`src/rtl/fadd_pipe.sv`:
```
// Three-stage pipelined binary32 adder: op1 + op2 with flush-to-zero for denormals.
// Define FADD_RNE_EN for round-to-nearest-even; otherwise results are truncated toward zero.
module fadd_pipe (
    input  logic        clk,
    input  logic        reset,
    input  logic [31:0] op1,
    input  logic [31:0] op2,
    output logic [31:0] result
);
    localparam logic [31:0] QNAN = 32'h7FC0_0000;

    function automatic logic [4:0] lzc27(input logic [26:0] v);
        logic [4:0] n;
        n = 5'd27;
        for (int i = 0; i < 27; i++)
            if (v[i]) n = 5'(26 - i);
        return n;
    endfunction

    // Returns {carry, hidden, fraction}; a carry means the mantissa rolled over to 2.0.
`ifdef FADD_RNE_EN
    function automatic logic [24:0] round_mant(input logic [23:0] m, input logic [2:0] grs);
        logic inc;
        inc = grs[2] & (grs[1] | grs[0] | m[0]);
        return {1'b0, m} + {24'b0, inc};
    endfunction
`else
    function automatic logic [24:0] round_mant(input logic [23:0] m);
        return {1'b0, m};
    endfunction
`endif

    function automatic logic [31:0] pack(input logic s, input logic signed [9:0] e,
                                         input logic [22:0] f);
        if (e >= 10'sd255)
            return {s, 8'hFF, 23'b0};
        else if (e <= 10'sd0)
            return {s, 31'b0};
        else
            return {s, e[7:0], f};
    endfunction

    logic        s1, s2, nan1, nan2, inf1, inf2, swap;
    logic [30:0] mag1, mag2, mag_l, mag_s;
    logic        sign_l, special;
    logic [31:0] spec_val;

    assign s1   = op1[31];
    assign s2   = op2[31];
    assign nan1 = (&op1[30:23]) & (|op1[22:0]);
    assign nan2 = (&op2[30:23]) & (|op2[22:0]);
    assign inf1 = (&op1[30:23]) & ~(|op1[22:0]);
    assign inf2 = (&op2[30:23]) & ~(|op2[22:0]);
    assign mag1 = (op1[30:23] == 8'd0) ? 31'd0 : op1[30:0];
    assign mag2 = (op2[30:23] == 8'd0) ? 31'd0 : op2[30:0];
    assign swap = mag2 > mag1;

    always_comb begin
        mag_l    = swap ? mag2 : mag1;
        mag_s    = swap ? mag1 : mag2;
        sign_l   = swap ? s2 : s1;
        special  = 1'b0;
        spec_val = 32'd0;
        if (nan1 || nan2 || (inf1 && inf2 && (s1 != s2))) begin
            special  = 1'b1;
            spec_val = QNAN;
        end else if (inf1) begin
            special  = 1'b1;
            spec_val = {s1, 8'hFF, 23'b0};
        end else if (inf2) begin
            special  = 1'b1;
            spec_val = {s2, 8'hFF, 23'b0};
        end
    end

    // ---- stage 1 register: unpacked, ordered operands ----
    logic        sign_l_p0, eff_sub_p0, special_p0;
    logic [7:0]  exp_l_p0, diff_p0;
    logic [23:0] mant_l_p0, mant_s_p0;
    logic [31:0] spec_val_p0;

    always_ff @(posedge clk) begin
        if (reset) begin
            sign_l_p0   <= 1'b0;
            eff_sub_p0  <= 1'b0;
            special_p0  <= 1'b0;
            exp_l_p0    <= 8'd0;
            diff_p0     <= 8'd0;
            mant_l_p0   <= 24'd0;
            mant_s_p0   <= 24'd0;
            spec_val_p0 <= 32'd0;
        end else begin
            sign_l_p0   <= sign_l;
            eff_sub_p0  <= s1 ^ s2;
            special_p0  <= special;
            exp_l_p0    <= mag_l[30:23];
            diff_p0     <= mag_l[30:23] - mag_s[30:23];
            mant_l_p0   <= {|mag_l[30:23], mag_l[22:0]};
            mant_s_p0   <= {|mag_s[30:23], mag_s[22:0]};
            spec_val_p0 <= spec_val;
        end
    end

    logic [49:0] wide;
    logic [26:0] aligned;
    logic [27:0] sum_n;

    always_comb begin
        wide = {mant_s_p0, 26'b0} >> diff_p0;
        if (diff_p0 >= 8'd26)
            aligned = {26'b0, |mant_s_p0};
        else
            aligned = {wide[49:24], |wide[23:0]};
        // The ordering in stage 1 guarantees the subtraction never goes negative.
        if (eff_sub_p0)
            sum_n = {1'b0, mant_l_p0, 3'b0} - {1'b0, aligned};
        else
            sum_n = {1'b0, mant_l_p0, 3'b0} + {1'b0, aligned};
    end

    // ---- stage 2 register: raw mantissa sum with guard/round/sticky ----
    logic        sign_l_p1, eff_sub_p1, special_p1;
    logic [7:0]  exp_l_p1;
    logic [27:0] sum_p1;
    logic [31:0] spec_val_p1;

    always_ff @(posedge clk) begin
        if (reset) begin
            sign_l_p1   <= 1'b0;
            eff_sub_p1  <= 1'b0;
            special_p1  <= 1'b0;
            exp_l_p1    <= 8'd0;
            sum_p1      <= 28'd0;
            spec_val_p1 <= 32'd0;
        end else begin
            sign_l_p1   <= sign_l_p0;
            eff_sub_p1  <= eff_sub_p0;
            special_p1  <= special_p0;
            exp_l_p1    <= exp_l_p0;
            sum_p1      <= sum_n;
            spec_val_p1 <= spec_val_p0;
        end
    end

    logic [4:0]        lz;
    logic [26:0]       norm;
    logic signed [9:0] exp_n, exp_r;
    logic [24:0]       rnd;
    logic [22:0]       frac_r;
    logic [31:0]       res_n;

    always_comb begin
        lz = lzc27(sum_p1[26:0]);
        if (sum_p1[27]) begin
            norm  = {sum_p1[27:2], sum_p1[1] | sum_p1[0]};
            exp_n = $signed({2'b0, exp_l_p1}) + 10'sd1;
        end else begin
            norm  = sum_p1[26:0] << lz;
            exp_n = $signed({2'b0, exp_l_p1}) - $signed({5'b0, lz});
        end
`ifdef FADD_RNE_EN
        rnd = round_mant(norm[26:3], norm[2:0]);
`else
        rnd = round_mant(norm[26:3]);
`endif
        if (rnd[24]) begin
            frac_r = rnd[23:1];
            exp_r  = exp_n + 10'sd1;
        end else begin
            frac_r = rnd[22:0];
            exp_r  = exp_n;
        end
        // An all-zero sum from a subtraction is an exact cancellation and is always +0.
        if (special_p1)
            res_n = spec_val_p1;
        else if (sum_p1 == 28'd0)
            res_n = {sign_l_p1 & ~eff_sub_p1, 31'b0};
        else
            res_n = pack(sign_l_p1, exp_r, frac_r);
    end

`ifndef FADD_RNE_EN
    logic unused_grs;
    assign unused_grs = ^norm[2:0];
`endif

    // ---- stage 3 register: packed result ----
    always_ff @(posedge clk) begin
        if (reset)
            result <= 32'd0;
        else
            result <= res_n;
    end

endmodule

```
`config.mk`:
```
export PLATFORM = sky130hd
export DESIGN_NAME = fadd_pipe
export DESIGN_NICKNAME = d
export VERILOG_FILES = /design/src/rtl/fadd_pipe.sv
export SDC_FILE = /design/constraint.sdc
export NUM_CORES = 1
export LEC_CHECK = 0
export CAP_MARGIN = 20
export CORE_UTILIZATION = 45
export CTS_CLUSTER_SIZE = 25
export DETAILED_ROUTE_END_ITERATION = 6
export RECOVER_POWER = 100
export REMOVE_ABC_BUFFERS = 1
export SYNTH_ARGS = -nofsm -noshare
export SYNTH_HDL_FRONTEND = slang
export SYNTH_SLANG_ARGS = --single-unit
export TNS_END_PERCENT = 1
```
`constraint.sdc`:
```
create_clock -name clk -period 12.2 [get_ports clk]
set_input_delay 1.22 -clock clk [delete_from_list [all_inputs] [get_ports clk]]
set_output_delay 1.22 -clock clk [all_outputs]
set_load 0.05 [all_outputs]
```
# ---- Word level (Yosys, flattened, before mapping)
# Cells that the tools add are included.
dict set report word_totals {
  input_bits 66
  romBits 0
  n_memories 0
  mem_bits_rw 0
  output_inout_bits 32
  latch_bits 0
  register_bits 202
}
dict set report op_classes {
  n_reduce_logical 17
  eq_ne 1
  n_mul 0
  add_sub_neg 5
  div 0
  order_cmp 4
  bitwise_logic 10
  n_shift 2
  mux 46
}
# op count
set op_table {}
lappend op_table {{$mux 31} 7}
lappend op_table {{$mux 5} 26}
lappend op_table {{$mux 32} 4}
lappend op_table {{$shr 50x8->50} 1}
lappend op_table {{$reduce_or 24->1} 2}
lappend op_table {{$reduce_or 23->1} 2}
lappend op_table {{$gt 31x31->1} 1}
lappend op_table {{$add 27x27->28} 1}
lappend op_table {{$logic_not 28->1} 1}
lappend op_table {{$mux 28} 1}
lappend op_table {{$sub 27x27->28} 1}
lappend op_table {{$mux 27} 1}
lappend op_table {{$shl 27x5->26} 1}
lappend op_table {{$mux 26} 1}
lappend op_table {{$logic_not 8->1} 2}
lappend op_table {{$reduce_and 8->1} 2}
lappend op_table {{$reduce_or 8->1} 2}
lappend op_table {{$ge 10x9->1 const B} 1}
lappend op_table {{$le 10x1->1 const B} 1}
lappend op_table {{$mux 10} 1}
lappend op_table {{$add 8x1->9 const B} 1}
lappend op_table {{$sub 8x5->9} 1}
lappend op_table {{$ge 8x5->1 const B} 1}
lappend op_table {{$sub 8x8->8} 1}
lappend op_table {{other kinds (10)} 22}

# ---- Longest topological paths before layout
# Gate-level depths: netlist of run 1.
dict set report depth {
  depth_word 34
  depth_mapped 27
  mapped_depth_nobuf 23
}

# ---- Least setup slack after synthesis of run 1
# OpenSTA, ideal clock, no wires.
dict set report synth_timing {
  kind {input-to-reg}
  from {in op1[29]}
  to {reg diff_p0[6]}
  t_required_ns 12.074
  cell_stages 23
  arrival_time_ns 5.289
  slack_ns 6.785
  setup_ns 0.126
  cell_sequence {nor4_1 -> nand2_1 -> clkbuf_1 -> buf_1 -> nand2_1 -> ha_1 -> a21o_1 -> a21o_1 -> a21oi_1 -> nor2_1 -> or4b_1 -> o221ai_1 -> or2_2 -> clkbuf_1 -> clkbuf_1 -> clkbuf_1 -> o21a_1 -> ha_1 -> inv_1 -> o311ai_0 -> a221oi_1 -> o21ai_0 -> nand3_1}
}
dict set report synth_between {
  elab_chain_cells 5
  word_cells_on_any_way 6
}
# item line_no
set synth_lines {}
lappend synth_lines {{from (decl)} 6} ;# input logic [31:0] op1,
lappend synth_lines {{$logic_not 8->1} 54} ;# assign mag1 = (op1[30:23] == 8'd0) ? 31'd0 : op1[30:0];
lappend synth_lines {{$mux 31 *} 54}
lappend synth_lines {{$gt 31x31->1} 56} ;# assign swap = mag2 > mag1;
lappend synth_lines {{$mux 31, on equally long branches} {59, 60}}
lappend synth_lines {{$sub 8x8->8 *} 97} ;# diff_p0 <= mag_l[30:23] - mag_s[30:23];
lappend synth_lines {{to (signal assigned)} 97}
lappend synth_lines {{to (decl)} 78} ;# logic [7:0] exp_l_p0, diff_p0;
# Every way passes the cells marked *; elsewhere a longest branch is shown, timed or not.
# A chain may end at the register's enable or synchronous reset.

# ---- Worst setup path after layout of run 1
dict set report layout_timing {
  from {in op2[24]}
  to {reg diff_p0[7]}
}
dict set report layout_between {
  elab_chain_cells 5
  word_cells_on_any_way 6
}
# item line_no
set layout_lines {}
lappend layout_lines {{from (decl)} 7} ;# input logic [31:0] op2,
lappend layout_lines {{$logic_not 8->1} 55} ;# assign mag2 = (op2[30:23] == 8'd0) ? 31'd0 : op2[30:0];
lappend layout_lines {{$mux 31 *} 55}
lappend layout_lines {{$gt 31x31->1} 56}
lappend layout_lines {{$mux 31, on equally long branches} {59, 60}}
lappend layout_lines {{$sub 8x8->8 *} 97}
# Marked as above.

==> results.py, run 1 <==
metrics = {
    "route": {
        "wl_um": 41690,
        "drtAntennaViolNets": 0,
        "wl_per_cell_um": 19.24,
        "dr.pass1.iters": 6,
        "drcViolationCount": 0,
        "post_drt_via_cell_ratio": 6.106,
        "drt_iter0_drc": 1092,
        "via_count": 13232,
    },
    "critical_path": {
        "cp_slowest_stage_delay_ns": 1.84,
        "reg2reg_from": "sum_p1[4]",
        "r2r_cells": 19,
        "slowest_stage": "clkbuf_1",
        "worst_ep_required_time_ns": 12.51,
        "cp_max_fo": 61,
        "crit_path_end_kind": "register",
        "crit_start": "op2[24]",
        "crit_path_start_kind": "primary input",
        "cp.arrival_ns": 8.78,
        "r2r_end": "result[21]",
        "worstPathCellList": "dlygate4sd3_1 > nor4_1 > nand2_1 > and2_0 > ha_1 > a21o_1 > a21o_1 > a21oi_1 > nor2_1 > or4b_1 > o221ai_1 > or2_2 > clkbuf_1 > o21ai_0 > a21oi_1 > mux2i_1 > nand3_1",
        "cp-endpoint": "diff_p0[7]",
        "path_class": "primary input to register",
        "regToRegSetupSlack_ns": 4.25,
    },
    "clocking": {
        "cts-root-buf": "clkbuf_16",
        "cts-hold-fix-buffers": 0,
        "post-cts-setup-buffers": 0,
        "post_cts_resized": 0,
        "clkLatencyLatePin_ns": 0.43,
        "cts_buffers": 17,
        "clockBufferDepth": 2,
        "clkSinkCount": 142,
        "path_clk_slew_ns": 0.07,
        "tritoncts": "built",
        "htreeDepth": 4,
    },
    "yosys": {
        "ys_types": 87,
        "netlist_instances": 1768,
        "ys.flop_type": "dfxtp_1",
        "synth.cell_area_um2": 12740,
        "synth_edf_count": 0,
        "synth.largest_area_cell": "dfxtp_1",
        "synthArstFlopShare": 0,
        "synthTopCellsByArea": "dfxtp_1 (22%), ha_1 (8.7%), a21oi_1 (6.6%)",
        "seq_area_frac_synth": 0.2232,
        "synth_top_area_frac": 0.2232,
        "ys_warn_count": 0,
        "synth.avg_cell_area_um2": 7.205,
        "ys_ff_latch": 142,
    },
    "floorplan": {
        "rows": 61,
        "die_h_um": 170.3,
        "die_area_um2": 28990,
        "core_area_um2": 27780,
        "io-pin-count": 98,
        "chipWidth_um": 170.3,
        "initial_core_util": 0.4585,
    },
    "sta": {
        "period_share": 0.6943,
        "skew_ns": 0.01480,
        "fin_tns_setup_ns": 0,
        "layout_min_cycle_time_ns": 8.471,
        "max_freq_mhz": 118.1,
        "rsz0062_at_grt": "false",
        "finalSetupViolCount": 0,
        "hold_viol_final": 0,
        "drv_slew": 231,
        "relSlewSlack": -0.7317,
        "worst_pin_slew_ns": 2.598,
    },
    "run": {
        "drv_cap": 5,
    },
    "power_and_ir_drop": {
        "ir_worst_vdd_mv": 0.1011,
        "leakage_nw": 6.035,
        "finalPower_mw": 2.620,
        "p_per_area_nw_per_um2": 182.6,
    },
    "finish": {
        "syn_to_final_growth_pct": 12.68,
        "antennaDiodeCount": 0,
        "drive_gt1_frac": 0.04528,
        "nets": 1933,
        "fin_util": 0.5167,
    },
    "min_path": {
        "hold_depth": 1,
        "hp-class": "register to register",
        "min-delay-start": "spec_val_p0[31]",
    },
    "global_routing": {
        "grt_pass1_vias": 12056,
        "antenna_found_initial": 0,
        "grt_pass1_wl_um": 65650,
        "grt_max_degree": 70,
        "grt_remaining_overflow": 0,
        "grt_util_all_layers": 0.2860,
    },
    "placed_design": {
        "post-dp-hpwl_um": 31970,
        "portBuffers": 97,
        "gp_congestion": 0.9550,
    },
    "outcome": {
        "violations": "max-capacitance violations, max-slew violations",
        "status": "finished, violations left",
    },
}
[registers in the layout, indices dropped and copies added (netlist names)]
register and count:
mant_l_p0 24, diff_p0 8, mant_s_p0 24, exp_l_p0 8, eff_sub_p1 1, result 32, special_p1 1, sign_l_p1 1
sum_p1 28, eff_sub_p0 1, exp_l_p1 8, spec_val_p0 3, spec_val_p1 2, sign_l_p0 1
[through the flow]
step | setup slack [ns] | std cells | hold slack (ns) | instance area, um2
global placement | 5.185 | 2135 | 0.4170 | 13760
detailed placement | 5.086 | 2135 | 0.4220 | 13760
CTS | 5.521 | 2167 | 0.4391 | 14380
floorplan | 5.371 | 1645 | 0.4138 | 12190
global route | 3.068 | 2167 | 0.4604 | 14350
finish | 3.729 | 2167 | 0.4386 | 14350
[critical path, delay by kind of cell]
| kind | cells | cell delay (ns) |
|---|---|---|
| compound gates | 6 | 2.37 |
| mux | 1 | 0.21 |
| buf+inv | 2 | 2.50 |
| fa+ha+maj | 1 | 0.33 |
| simple gates | 7 | 2.12 |
[synthesized netlist by cell type (6+ instances only)]
library cell	instances
a2111oi_0	6
a211oi_1	19
a21o_1	29
a21oi_1	167
a221oi_1	8
a22oi_1	9
a31oi_1	10
and2_1	36
buf_1	10
buf_2	14
buf_4	6
clkbuf_1	88
dfxtp_1	142
ha_1	89
inv_1	88
mux2_2	11
mux2i_1	77
nand2_1	207
nand2b_1	15
nand3_1	77
nand4_1	23
nor2_1	179
nor2b_1	28
nor3_1	56
nor4_1	32
o211ai_1	15
o21a_1	9
o21ai_0	92
o21bai_1	12
o221ai_1	15
o22ai_1	20
o311ai_0	7
o31ai_1	15
or2_2	8
xnor2_1	27
xor2_1	6
[placed cells by master, fill, tap and decap left out, types with 8 or more instances in the layout]
master / synthesis / routed
a211oi_1: 19 / 19
clkdlybuf4s50_1: 0 / 63
inv_1: 88 / 88
xnor2_1: 27 / 27
ha_1: 89 / 89
a21oi_1: 167 / 167
nor3_1: 56 / 56
o21ai_0: 92 / 92
a21o_1: 29 / 29
o21a_1: 9 / 9
a31oi_1: 10 / 9
nand3_1: 77 / 77
o21bai_1: 12 / 12
a221oi_1: 8 / 8
nor2_1: 179 / 178
o221ai_1: 15 / 15
nor2b_1: 28 / 28
dfxtp_1: 142 / 141
buf_4: 6 / 11
clkbuf_16: 0 / 17
and2_1: 36 / 34
nand2_1: 207 / 206
o211ai_1: 15 / 15
dlygate4sd3_1: 0 / 33
a22oi_1: 9 / 9
nand2b_1: 15 / 15
nor4_1: 32 / 33
mux2i_1: 77 / 77
mux2_2: 11 / 11
o22ai_1: 20 / 20
o31ai_1: 15 / 15
nand4_1: 23 / 23
[cell families after synthesis]
kind of cell,count (synthesis),share of synthesized area
AND/OR/NAND/NOR,693,0.2557
AO/OA/AOI/OAI,497,0.2528
buffers and inverters,214,0.06984
flip-flops,142,0.2232
multiplexers,98,0.08526
adder cells (fa/ha/maj),91,0.09056
XOR/XNOR,33,0.02269
[layer usage]
layer  vias to the layer above  GRT usage  part of all wire
met1                      6200     0.3935              0.46
met4                         0    0.08226             0.022
met5                         -          0                 0
li1                       6390          -                 -
met3                        66    0.03953             0.069
met2                       576     0.4626              0.45
[layout make-up]
| class | count | area (um2) |
|---|---|---|
| Clock buffer | 17 | 425.4 |
| Timing Repair Buffer | 112 | 1062 |
| Fill cell | 2810 | 13430 |
| Inverter | 91 | 341.6 |
| Multi-Input combinational cell | 1412 | 9011 |
| Clock inverter | 15 | 196.4 |
| Sequential cell | 142 | 2844 |
| Tap cell | 378 | 473.0 |
[power by group]
group	switching, mW	internal (mW)	leakage [nW]
sequential	0.0899	0.545	1.17
combinational	0.916	0.532	4.56
clock	0.240	0.297	0.301
[how the worst min path moves through the flow]
| stage | end | slack, ns |
|---|---|---|
| floorplan | exp_l_p1[0] | 0.41 |
| global placement | exp_l_p1[6] | 0.42 |
| detailed placement | spec_val_p1[31] | 0.42 |
| CTS | spec_val_p1[31] | 0.44 |
| global route | spec_val_p1[31] | 0.46 |
| finish | spec_val_p1[31] | 0.44 |
(Power assumes the default switching activity.)
==> run 2, diff against run 1 <==
==> constraint.sdc (replaced) <==
create_clock -name clk -period 8.2 [get_ports clk]
set_input_delay 0.82 -clock clk [delete_from_list [all_inputs] [get_ports clk]]
set_output_delay 0.82 -clock clk [all_outputs]
set_load 0.05 [all_outputs]
==> run 2 against run 1 <==
Against the previous run:
- the run still ends with max-capacitance violations, max-slew violations left
- first-iteration DRC count is 23% higher
- wire length increased by 1.1%
- power up 46%
- highest routed layer unchanged
- register-to-register slack lost 2.4 ns
==> results.py, run 2 (synthesis gave the netlist of run 1 again) <==
metrics = {
    "clocking": {
        "htreeDepth": 4,
        "post_cts_resized": 0,
        "clockBufferDepth": 2,
        "cts-root-buf": "clkbuf_16",
        "cts-hold-fix-buffers": 0,
        "path_clk_slew_ns": 0.07,
        "cts_buffers": 17,
        "post-cts-setup-buffers": 0,
        "clkSinkCount": 142,
        "tritoncts": "built",
        "clkLatencyLatePin_ns": 0.43,
    },
    "power_and_ir_drop": {
        "leakage_nw": 6.006,
        "ir_worst_vdd_mv": 0.1550,
        "p_per_area_nw_per_um2": 267.8,
    },
    "sta": {
        "period_share": 0.7816,
        "max_freq_mhz": 156.0,
        "finalSetupViolCount": 0,
        "fin_tns_setup_ns": 0,
        "worst_pin_slew_ns": 2.886,
        "worst_slack_ns": 1.791,
        "rsz0062_at_grt": "false",
        "layout_min_cycle_time_ns": 6.409,
        "drv_slew": 102,
        "skew_ns": 0.01955,
        "relSlewSlack": -0.9237,
        "hold_viol_final": 0,
    },
    "placed_design": {
        "place_ws_ns": 1.896,
        "gp_congestion": 1.024,
        "portBuffers": 97,
        "dpl_cell_area_um2": 13760,
        "place_inst": 2135,
        "post-dp-hpwl_um": 32730,
    },
    "finish": {
        "multi_input_comb_area_um2": 9017,
        "final_cell_mix": "nand2_1 (206), nor2_1 (178), a21oi_1 (167), dfxtp_1 (141), o21ai_0 (92)",
        "nets": 1934,
        "reg_top3": "result x32, sum_p1 x28",
        "n_fill_cell": 2836,
        "drive_gt1_frac": 0.04525,
        "syn_to_final_growth_pct": 12.26,
        "final_cell_area_um2": 14300,
        "seq_area_um2": 2844,
        "layoutNonFillerInstCount": 2168,
        "fin_util": 0.5147,
        "mostFrequentLayoutCell": "nand2_1",
        "largest_reg_flops": 32,
        "top_register": "result",
        "antennaDiodeCount": 0,
    },
    "route": {
        "wl_um": 42150,
        "drtAntennaViolNets": 0,
        "post_drt_via_cell_ratio": 6.116,
        "drcViolationCount": 0,
        "via_count": 13259,
        "dr.pass1.iters": 6,
        "wl_per_cell_um": 19.44,
        "drt_iter0_drc": 1346,
    },
    "floorplan": {
        "die_h_um": 170.3,
        "initial_core_util": 0.4585,
        "core_area_um2": 27780,
        "rows": 61,
        "die_area_um2": 28990,
        "io-pin-count": 98,
        "chipWidth_um": 170.3,
    },
    "outcome": {
        "status": "finished, violations left",
        "violations": "max-capacitance violations, max-slew violations",
    },
    "min_path": {
        "hp-class": "register to register",
    },
    "global_routing": {
        "grt_remaining_overflow": 0,
        "grt_max_degree": 65,
        "grt_pass1_wl_um": 66800,
        "grt_util_all_layers": 0.2920,
        "antenna_found_initial": 0,
        "grt_pass1_vias": 12080,
    },
    "critical_path": {
        "worst_ep_required_time_ns": 8.48,
        "crit_path_end_kind": "register",
        "crit_path_start_kind": "primary input",
        "cp.arrival_ns": 6.69,
        "path_class": "primary input to register",
        "cp_max_fo": 27,
    },
    "run": {
        "drv_cap": 2,
    },
}
-- run 2: cell types whose count changed in the layout (fill, tap and decap cells not counted), sizes merged --
cell / previous run / this run
clkinv: 8 / 7
dlygate4sd3: 33 / 34
clkinvlp: 1 / 3
bufinv: 1 / 0
inv: 96 / 95
clkdlybuf4s50: 63 / 62
clkbuf: 22 / 23
buf: 11 / 12
-- run 2: worst max-delay path, cell delays in order --
cell	delay, ns
dlygate4sd3_1	0.65
nor4_1	0.31
nand2_1	0.11
clkbuf_1	0.39
and2_0	0.36
ha_1	0.32
a21o_1	0.16
a21o_1	0.17
a21oi_1	0.20
nor2_1	0.07
or4b_1	0.57
o221ai_1	0.77
or2_0	0.72
o21ai_0	0.43
a21oi_1	0.28
mux2i_1	0.21
nand3_1	0.15
-- run 2: through the flow --
stage | hold slack, ns | total power [mW]
floorplan | 0.4138 | 2.458
global placement | 0.4154 | 3.091
detailed placement | 0.4231 | 3.083
CTS | 0.4407 | 3.833
global route | 0.4605 | 4.075
finish | 0.4387 | 3.829
-- run 2: power breakdown --
part	internal [mW]	switching, mW	total, mW
clock	0.398	0.342	0.740
sequential	0.811	0.131	0.943
combinational	0.782	1.36	2.15
total	1.99	1.84	3.83
-- run 2: final cells by class --
class / instances / area share
Multi-Input combinational cell: 1412 / 0.6306
Timing Repair Buffer: 113 / 0.07463
Clock buffer: 18 / 0.03001
Sequential cell: 142 / 0.1989
Tap cell: 378 / 0.03307
Inverter: 91 / 0.02389
Clock inverter: 14 / 0.008925
-- run 2: final timing paths --
check                            startpoint          end  slack (ns)  cells after the start
worst max-delay path                op2[29]   diff_p0[7]        1.79                     17
worst min-delay path            exp_l_p0[6]  exp_l_p1[6]        0.44                      1
worst max register to register    sum_p1[4]   result[21]        1.88                     19
worst min register to register  exp_l_p0[6]  exp_l_p1[6]        0.44                      1
-- run 2: routing by layer --
metal  up-vias  track usage  wire length, um
met1      6243       0.3962            19130
met5         -            0                0
met4         0      0.09753             1008
li1       6390            -                -
met3        74      0.04256             2772
met2       552       0.4715            19240
==> run 3, diff against run 2 <==
--- a/config.mk
+++ b/config.mk
@@ -9,6 +9,7 @@
 export CORE_UTILIZATION = 45
 export CTS_CLUSTER_SIZE = 25
 export DETAILED_ROUTE_END_ITERATION = 6
+export PLACE_DENSITY = 0.67
 export RECOVER_POWER = 100
 export REMOVE_ABC_BUFFERS = 1
 export SYNTH_ARGS = -nofsm -noshare
==> constraint.sdc (replaced) <==
create_clock -name clk -period 5.75 [get_ports clk]
set_input_delay 0.575 -clock clk [delete_from_list [all_inputs] [get_ports clk]]
set_output_delay 0.575 -clock clk [all_outputs]
set_load 0.05 [all_outputs]
==> run 3 against run 2 <==
Against the previous run:
- the flow finishes with violations (design-rule violations, max-capacitance violations, max-slew violations)
- worst setup slack lost 1.4 ns
- final area grew 1.9%
- critical endpoint is now sum_p1[25]
- power grew 46%
- critical path depth grew 4
- sequential share of layout area shrank 0.36 points
==> results.py, run 3 (synthesis gave the netlist of run 1 again) <==
metrics = {
    "outcome": {
        "status": "finished, violations left",
        "violations": "design-rule violations, max-capacitance violations, max-slew violations",
    },
    "sta": {
        "fin_tns_setup_ns": 0,
        "rsz0062_at_grt": "false",
        "layout_min_cycle_time_ns": 5.401,
        "hold_viol_final": 0,
        "relSlewSlack": -0.3481,
        "drv_slew": 81,
        "period_share": 0.9393,
        "worst_slack_ns": 0.3491,
        "worst_pin_slew_ns": 2.022,
        "skew_ns": 0.01213,
        "finalSetupViolCount": 0,
        "max_freq_mhz": 185.2,
    },
    "placed_design": {
        "place_inst": 2171,
        "gp_congestion": 1.000,
        "dpl_cell_area_um2": 14040,
        "portBuffers": 97,
        "post-dp-hpwl_um": 33450,
        "place_ws_ns": 0.5363,
    },
    "clocking": {
        "cts-root-buf": "clkbuf_16",
        "cts_buffers": 17,
        "tritoncts": "built",
        "post-cts-setup-buffers": 0,
        "clkSinkCount": 142,
        "clockBufferDepth": 2,
        "cts-hold-fix-buffers": 0,
        "path_clk_slew_ns": 0.07,
        "clkLatencyLatePin_ns": 0.43,
        "htreeDepth": 4,
        "post_cts_resized": 0,
    },
    "route": {
        "via_count": 13457,
        "dr.pass1.iters": 7,
        "drtAntennaViolNets": 0,
        "drt_iter0_drc": 1431,
        "wl_um": 43030,
        "post_drt_via_cell_ratio": 6.111,
        "wl_per_cell_um": 19.54,
        "drcViolationCount": 2,
    },
    "floorplan": {
        "rows": 61,
        "io-pin-count": 98,
        "initial_core_util": 0.4585,
        "chipWidth_um": 170.3,
        "core_area_um2": 27780,
        "die_area_um2": 28990,
        "die_h_um": 170.3,
    },
    "power_and_ir_drop": {
        "p_per_area_nw_per_um2": 383.4,
        "finalPower_mw": 5.584,
        "p_sw_frac": 0.4717,
        "leakage_nw": 6.186,
        "pwr-share-seq": 0.238,
        "comb_power_share": 0.566,
        "clkPwrFrac": 0.197,
        "power.internal_mw": 2.950,
        "power.switching_mw": 2.634,
        "ir_worst_vdd_mv": 0.2327,
    },
    "finish": {
        "final_cell_mix": "nand2_1 (206), nor2_1 (179), a21oi_1 (167), dfxtp_1 (141), o21ai_0 (92)",
        "final_cell_area_um2": 14570,
        "largest_reg_flops": 32,
        "nets": 1969,
        "layoutNonFillerInstCount": 2202,
        "drive_gt1_frac": 0.06195,
        "top_register": "result",
        "syn_to_final_growth_pct": 14.34,
        "reg_top3": "result x32, sum_p1 x28",
        "antennaDiodeCount": 0,
        "mostFrequentLayoutCell": "nand2_1",
    },
    "global_routing": {
        "grt_remaining_overflow": 0,
        "antenna_found_initial": 1,
        "use_met2": 0.4943,
        "grt_util_all_layers": 0.2987,
        "grt_pass1_vias": 12265,
        "grt_pass1_wl_um": 67700,
        "met3_usage": 0.03884,
        "grt_busiest_layer": "met2",
        "met1_usage": 0.3963,
        "grt_max_degree": 61,
    },
    "critical_path": {
        "cp.arrival_ns": 5.72,
        "crit_path_start_kind": "register",
        "path_class": "register to register",
        "worst_ep_required_time_ns": 6.07,
        "cp_max_fo": 15,
        "crit_path_end_kind": "register",
    },
    "min_path": {
        "hp-class": "register to register",
    },
    "run": {
        "drv_cap": 2,
    },
}
==> run 3: changes by cell type in the layout (fill, tap and decap cells not counted), sizes merged <==
cell,change
clkbuf,+4
clkinvlp,-2
bufinv,+1
buf,+32
inv,-2
clkinv,+1
==> run 3: layout make-up <==
cell class	count	area, um2
Multi-Input combinational cell	1412	8994
Tap cell	378	473.0
Inverter	91	341.6
Timing Repair Buffer	148	1336
Clock buffer	19	452.9
Sequential cell	142	2844
Fill cell	2763	13220
Clock inverter	12	123.9
==> run 3: final timing paths <==
path	start	to	slack [ns]	cells after the start
setup / recovery	diff_p0[0]	sum_p1[25]	0.35	21
hold / removal	spec_val_p0[29]	special_p1	0.44	1
setup reg to reg	diff_p0[0]	sum_p1[25]	0.35	21
hold reg to reg	spec_val_p0[29]	special_p1	0.44	1
==> run 3: routing by layer <==
metal,up-vias,share of wire
met5,-,0.00028
met4,2,0.031
met3,106,0.067
met2,669,0.47
met1,6219,0.44
li1,6461,-
==> run 3: power by group through the flow <==
stage | sequential, mW | clock (mW) | combinational, mW
after floorplan | 1.59 | 0 | 1.92
after global placement | 1.34 | 0 | 3.13
after detailed placement | 1.35 | 0 | 3.13
after CTS | 1.33 | 1.11 | 3.15
after global routing | 1.35 | 1.16 | 3.42
final | 1.33 | 1.10 | 3.16
==> run 3: critical path: stages, from the launching register on <==
cell,delay (ns)
dfxtp_2,0.59
buf_4,0.28
mux2i_1,0.33
buf_4,0.19
o22ai_1,0.14
a22oi_1,0.28
and2_0,0.17
a211oi_1,0.04
o21ai_0,0.41
inv_1,0.09
ha_1,0.22
o21bai_1,0.17
a21oi_1,0.22
o21ai_0,0.15
a211oi_1,0.43
o2bb2ai_1,0.24
a211oi_1,0.18
o221ai_1,0.30
nor2_1,0.10
o31ai_1,0.24
o31a_1,0.20
mux2_1,0.31
==> run 3: per-stage QoR <==
stage               hold slack [ns]  utilization
global placement             0.4209       0.5055
detailed placement           0.4204       0.5055
floorplan                    0.4138            -
CTS                          0.4349       0.5263
finish                       0.4357       0.5243
global route                 0.4557       0.5243
